**config.mk**
```make
export PLATFORM = sky130hd
export DESIGN_NAME = calc_entry_sequencer
export DESIGN_NICKNAME = d
export VERILOG_FILES = /design/src/rtl/calc_entry_sequencer.sv
export SDC_FILE = /design/constraint.sdc
export NUM_CORES = 1
export LEC_CHECK = 0
export ABC_CLOCK_PERIOD_IN_PS = 3000
export CAP_MARGIN = 20
export CORE_ASPECT_RATIO = 2
export CORE_MARGIN = 5
export CORE_UTILIZATION = 55
export CTS_CLUSTER_DIAMETER = 30
export DETAILED_ROUTE_END_ITERATION = 12
export PLACE_DENSITY = 0.88
export SYNTH_ARGS = -nofsm -noshare
export SYNTH_HDL_FRONTEND = slang
export SYNTH_SLANG_ARGS = --single-unit
```
**constraint.sdc**
```tcl
create_clock -name clk -period 3 [get_ports clk]
set_clock_uncertainty 0.05 [all_clocks]
set_input_delay 0.75 -clock clk [delete_from_list [all_inputs] [get_ports clk]]
set_output_delay 0.75 -clock clk [all_outputs]
set_load 0.005 [all_outputs]
```
**src/rtl/calc_entry_sequencer.sv**
```systemverilog
`default_nettype none
// ============================================================================
// Module      : calc_entry_sequencer
// Description : Central controller of the calculator datapath. Turns decoded
//               keypad events into operand-register write/clear pulses,
//               latches the operator, starts the ALU, supervises its
//               completion (with a timeout) and selects the display source.
//               Holds no arithmetic of its own.
// Ports       : clk           - system clock, rising edge
//               clear         - asynchronous active-low reset
//               key_valid     - one-cycle key strobe
//               key_code[4:0] - 0x00-0x09 digit, 0x10-0x13 ADD/SUB/MUL/DIV,
//                               0x14 EQUAL, 0x15 CE, others ignored
//               alu_done      - ALU completion strobe
//               alu_error     - ALU error flag, qualified by alu_done
//               digit_val     - digit for the operand registers
//               digit_we1/2   - operand := operand*10 + digit_val
//               op1_clr/op2_clr - operand := 0
//               result_to_op1 - operand1 := ALU result
//               op_code[1:0]  - latched operator
//               alu_start     - ALU start pulse
//               result_load   - latch ALU result for display
//               disp_sel[1:0] - 0 op1, 1 op2, 2 result, 3 error
//               busy / err    - in EXEC / in ERROR
// Revision    : 1.0 - initial release
// ============================================================================
module calc_entry_sequencer #(
  parameter int MAX_DIGITS  = 8,
  parameter int ALU_TIMEOUT = 64
) (
  input  logic       clk,
  input  logic       clear,
  input  logic       key_valid,
  input  logic [4:0] key_code,
  input  logic       alu_done,
  input  logic       alu_error,
  output logic [3:0] digit_val,
  output logic       digit_we1,
  output logic       digit_we2,
  output logic       op1_clr,
  output logic       op2_clr,
  output logic       result_to_op1,
  output logic [1:0] op_code,
  output logic       alu_start,
  output logic       result_load,
  output logic [1:0] disp_sel,
  output logic       busy,
  output logic       err
);

  localparam int               c_tmo_w    = $clog2(ALU_TIMEOUT + 1);
  localparam logic [3:0]       c_max_dig  = 4'(MAX_DIGITS);
  // The counter is compared before it increments, so the error is taken on
  // the edge where it would reach ALU_TIMEOUT.
  localparam logic [c_tmo_w-1:0] c_tmo_last = c_tmo_w'(ALU_TIMEOUT - 1);

  localparam logic [1:0] c_disp_op1 = 2'd0;
  localparam logic [1:0] c_disp_op2 = 2'd1;
  localparam logic [1:0] c_disp_res = 2'd2;
  localparam logic [1:0] c_disp_err = 2'd3;

  typedef enum logic [2:0] {
    ST_ENTRY1  = 3'd0,
    ST_OP_WAIT = 3'd1,
    ST_ENTRY2  = 3'd2,
    ST_EXEC    = 3'd3,
    ST_RESULT  = 3'd4,
    ST_ERROR   = 3'd5
  } state_t;

  state_t             r_state;
  logic [3:0]         r_cnt;
  logic [c_tmo_w-1:0] r_tmo;
  // Repeat-EQUAL from RESULT loads operand1 first, then starts the ALU one
  // cycle later; this flag marks that deferred start while already in EXEC.
  logic               r_start_pend;

  logic w_is_digit;
  logic w_is_op;
  logic w_is_eq;
  logic w_is_ce;
  logic w_dig_ok;

  assign w_is_digit = key_valid && (key_code <= 5'h09);
  assign w_is_op    = key_valid && (key_code[4:2] == 3'b100);
  assign w_is_eq    = key_valid && (key_code == 5'h14);
  assign w_is_ce    = key_valid && (key_code == 5'h15);
  assign w_dig_ok   = (r_cnt < c_max_dig);

  always_ff @(posedge clk or negedge clear) begin
    if (!clear) begin
      r_state       <= ST_ENTRY1;
      r_cnt         <= '0;
      r_tmo         <= '0;
      r_start_pend  <= 1'b0;
      digit_val     <= '0;
      digit_we1     <= 1'b0;
      digit_we2     <= 1'b0;
      op1_clr       <= 1'b0;
      op2_clr       <= 1'b0;
      result_to_op1 <= 1'b0;
      op_code       <= '0;
      alu_start     <= 1'b0;
      result_load   <= 1'b0;
      disp_sel      <= c_disp_op1;
      busy          <= 1'b0;
      err           <= 1'b0;
    end else begin
      digit_we1     <= 1'b0;
      digit_we2     <= 1'b0;
      op1_clr       <= 1'b0;
      op2_clr       <= 1'b0;
      result_to_op1 <= 1'b0;
      alu_start     <= 1'b0;
      result_load   <= 1'b0;

      case (r_state)
        ST_ENTRY1: begin
          if (w_is_digit) begin
            if (w_dig_ok) begin
              digit_we1 <= 1'b1;
              digit_val <= key_code[3:0];
              r_cnt     <= r_cnt + 4'd1;
            end
          end else if (w_is_op) begin
            op_code <= key_code[1:0];
            op2_clr <= 1'b1;
            r_state <= ST_OP_WAIT;
          end else if (w_is_ce) begin
            op1_clr <= 1'b1;
            r_cnt   <= '0;
          end
        end

        ST_OP_WAIT: begin
          if (w_is_digit) begin
            digit_we2 <= 1'b1;
            digit_val <= key_code[3:0];
            r_cnt     <= 4'd1;
            disp_sel  <= c_disp_op2;
            r_state   <= ST_ENTRY2;
          end else if (w_is_op) begin
            op_code <= key_code[1:0];
          end else if (w_is_ce) begin
            op1_clr  <= 1'b1;
            op2_clr  <= 1'b1;
            r_cnt    <= '0;
            disp_sel <= c_disp_op1;
            r_state  <= ST_ENTRY1;
          end
        end

        ST_ENTRY2: begin
          if (w_is_digit) begin
            if (w_dig_ok) begin
              digit_we2 <= 1'b1;
              digit_val <= key_code[3:0];
              r_cnt     <= r_cnt + 4'd1;
            end
          end else if (w_is_eq) begin
            alu_start <= 1'b1;
            r_tmo     <= '0;
            busy      <= 1'b1;
            r_state   <= ST_EXEC;
          end else if (w_is_ce) begin
            op2_clr <= 1'b1;
            r_cnt   <= '0;
          end
        end

        ST_EXEC: begin
          if (r_start_pend) begin
            alu_start    <= 1'b1;
            r_start_pend <= 1'b0;
            r_tmo        <= '0;
          end else if (alu_done) begin
            busy <= 1'b0;
            if (alu_error) begin
              err      <= 1'b1;
              disp_sel <= c_disp_err;
              r_state  <= ST_ERROR;
            end else begin
              result_load <= 1'b1;
              disp_sel    <= c_disp_res;
              r_state     <= ST_RESULT;
            end
          end else if (r_tmo == c_tmo_last) begin
            busy     <= 1'b0;
            err      <= 1'b1;
            disp_sel <= c_disp_err;
            r_state  <= ST_ERROR;
          end else begin
            r_tmo <= r_tmo + 1'b1;
          end
        end

        ST_RESULT: begin
          if (w_is_digit) begin
            op1_clr   <= 1'b1;
            digit_we1 <= 1'b1;
            digit_val <= key_code[3:0];
            r_cnt     <= 4'd1;
            disp_sel  <= c_disp_op1;
            r_state   <= ST_ENTRY1;
          end else if (w_is_op) begin
            result_to_op1 <= 1'b1;
            op_code       <= key_code[1:0];
            op2_clr       <= 1'b1;
            disp_sel      <= c_disp_res;
            r_state       <= ST_OP_WAIT;
          end else if (w_is_eq) begin
            result_to_op1 <= 1'b1;
            r_start_pend  <= 1'b1;
            busy          <= 1'b1;
            r_state       <= ST_EXEC;
          end else if (w_is_ce) begin
            op1_clr  <= 1'b1;
            op2_clr  <= 1'b1;
            r_cnt    <= '0;
            disp_sel <= c_disp_op1;
            r_state  <= ST_ENTRY1;
          end
        end

        ST_ERROR: begin
          if (w_is_ce) begin
            op1_clr  <= 1'b1;
            op2_clr  <= 1'b1;
            r_cnt    <= '0;
            err      <= 1'b0;
            disp_sel <= c_disp_op1;
            r_state  <= ST_ENTRY1;
          end
        end

        default: begin
          r_state <= ST_ENTRY1;
        end
      endcase
    end
  end

endmodule
`default_nettype wire

```
==> results_dict.tcl <==
set metrics [dict create \
    synthAdderAreaFrac_pct 1.214 \
    viasPerCell 6.520 \
    rsz0062_at_grt "false" \
    worst_path_largest_cell_delay_ns 0.59 \
    endpoint_kind "flop" \
    grt_overflow 0 \
    max_freq_ghz 0.3973 \
    grt_pass1_wl_um 9011 \
    syn_avg_cell_area_um2 8.850 \
    yosysUniqueCellTypes 62 \
    cts_max_path_buffers 2 \
    io_pins 27 \
    p_leak_nw 0.9679 \
    post_drt_wl_per_cell_um 17.88 \
    cap_violations 0 \
    netlist_area_um2 2062 \
    slew_viol_final 0 \
    finalCritPeriodShare_pct 83.90 \
    clk_latency_ns 0.29 \
    post-dp-hpwl_um 3914 \
    cts_resized 0 \
    gp_congestion 0.9593 \
    vias 1982 \
    synth-simple-area-share_pct 21.72 \
    setup-violations-final 0 \
    synth_seq_cells 32 \
    final_common_cell "dfrtp_1" \
    multi_input_area_um2 1159 \
    cts_tree "built" \
    core_area_um2 3607 \
    cts_made_buffers 5 \
    cp.arrival_ns 2.65 \
    min-delay-path-class "reg2reg" \
    fillers 319 \
    crit_chain "clkdlybuf4s50_1 -> and3b_2 -> nand4b_2 -> or3_1 -> a22o_1" \
    synth-seq-area-share_pct 38.83 \
    ant_nets 0 \
    placed_cell_area_um2 2333 \
    fin_area_um2 2411 \
    layout_common_cells "dfrtp_1, clkdlybuf4s50_1, nor2_1, o21ai_0, nand2_1" \
    n_antenna_cell 0 \
    p_total_mw 2.063 \
    cts-root-buf "clkbuf_8" \
    nNetsFinal 267 \
    ir_drop_v 0.0006452 \
    async_flop_share_pct 100.0 \
    synth_ff_type "dfrtp_1" \
    synthCells 233 \
    start_kind "input port" \
    die_area_um2 5148 \
    critical_path_class "in2reg" \
    port-buffer-count 26 \
    critical_path.max_fanout 14 \
    layout_min_cycle_time_ns 2.517 \
    regArea_um2 800.8 \
    critPathBufInv 1 \
    die_w_um 53.30 \
    rows 31 \
    synth_edf_count 0 \
    final_layout_size_suffix_gt1_share_pct 10.98 \
    drt_iter0_drc 81 \
    whs_ns 0.4568 \
    htreeDepth 2 \
    cts_hold_buffers 0 \
    synth-xor-area-share_pct 2.124 \
    clock_sinks 32 \
    hold_viol_final 0 \
    grtUsageTotal_pct 23.76 \
    cts_setup_buffers 0 \
    synth_top_family_by_area "compound AO/OA/AOI/OAI gates" \
    area_delta_synth_final_pct 16.93 \
    muxShareOfSynthArea_pct 4.248 \
    synth_warnings 0 \
    initial_core_util_pct 57.16 \
    syn_nets 245 \
    drtPass1Iterations 4 \
    drt_wl_total_um 5437 \
    postLayoutCoreUtil_pct 66.84 \
    cp_top_family "simple AND/OR/NAND/NOR gates" \
    slowest_stage "clkdlybuf4s50_1" \
    setup_tns_ns 0 \
    slew_headroom_pct 38.49 \
    drc 0 \
    die_h_um 96.59 \
    power_density_nw_per_um2 855.6 \
    antenna_found_initial 0 \
    worst_pin_slew_ns 0.9227 \
    grt_max_degree 33 \
    rrSetupSlack_ns 0.60 \
    synth-compound-area-share_pct 26.88 \
    clk_pin_slew_ns 0.06 \
    worst_ep_required_time_ns 3.13 \
    grt_pass1_vias 1965 \
    status "completed" \
]
==> metrics by stage <==
step | cells | setup WS, ns
3_3_place_gp | 297 | 0.2712
2_1_floorplan | 233 | 0.9743
3_5_place_dp | 297 | 0.2318
4_1_cts | 304 | 0.5222
6_report | 304 | 0.4830
5_1_grt | 304 | 0.3768
==> worst reg2reg max path: stages, from the launching register on <==
cell and delay, ns:
dfrtp_1 0.95, nand3b_1 0.35, a211o_1 0.41, o211a_1 0.22, a21oi_1 0.20, o21ai_0 0.11
==> synth_stat cells (all sizes together) (3+ instances only) <==
cell	count	area share, %
inv	8	1.5
dfrtp	32	39
a21oi	11	2.7
nor3	4	0.97
a41oi	3	1.3
o32ai	3	1.3
o21ai	20	4.9
nand3b	3	1.1
buf	12	3.2
a31oi	8	2.4
nand2	15	2.9
nand3	11	2.7
nor2	27	5.2
xnor2	5	2.1
o22ai	4	1.5
nand2b	4	1.2
o21a	5	1.8
mux2	6	3.3
nor2b	3	0.91
and2	3	0.91
==> report_power, final <==
| group | internal, mW | leakage [nW] | switching, mW |
|---|---|---|---|
| Sequential | 0.579 | 0.409 | 0.243 |
| Combinational | 0.470 | 0.517 | 0.460 |
| Clock | 0.157 | 0.0410 | 0.154 |
==> final cells by class <==
type                       instances  area share, %
clock buffer                       6          3.010
clock inverter                     1         0.2076
tap                               49          2.543
sequential                        32          33.21
timing repair buffer              29          11.73
inverter                           8          1.245
multi-input combinational        179          48.05
==> metal layers <==
layer | up-vias | wire, µm | global-route usage [%] | share of wire, %
li1 | 910 | - | - | -
met1 | 935 | 1909 | 23.48 | 35
met2 | 93 | 2796 | 41.09 | 51
met3 | 44 | 292 | 4.455 | 5.4
met4 | 0 | 439 | 19.40 | 8.1
met5 | - | 0 | 0 | 0
==> sequential cells by signal (all words and copies together) (netlist names) <==
signal         cells
alu_start          1
busy               1
digit_val          4
digit_we1          1
digit_we2          1
disp_sel           2
err                1
op1_clr            1
op2_clr            1
op_code            2
r_cnt              4
r_start_pend       1
r_state            3
r_tmo              7
result_load        1
result_to_op1      1
==> final timing paths <==
path | start | endpoint | cells after the start
worst max-delay path | key_code[4] | err | 5
worst min-delay path | digit_val[2] | digit_val[2] | 1
worst max register to register | r_state[0] | disp_sel[1] | 5
worst min register to register | digit_val[2] | digit_val[2] | 1
max in group asynchronous | clear | digit_we2 | 2
min in group asynchronous | clear | r_tmo[6] | 2
==> logic make-up (layout without fill, tap and decap cells) <==
kind of cell             count (synthesis)  in the layout
XOR/XNOR                                 5              5
adder cells (fa/ha/maj)                  2              2
flip-flops                              32             32
AND/OR/NAND/NOR                         84             84
buffers and inverters                   22             44
AO/OA/AOI/OAI                           80             80
multiplexers                             8              8
Power figures use the tool's default switching activity.
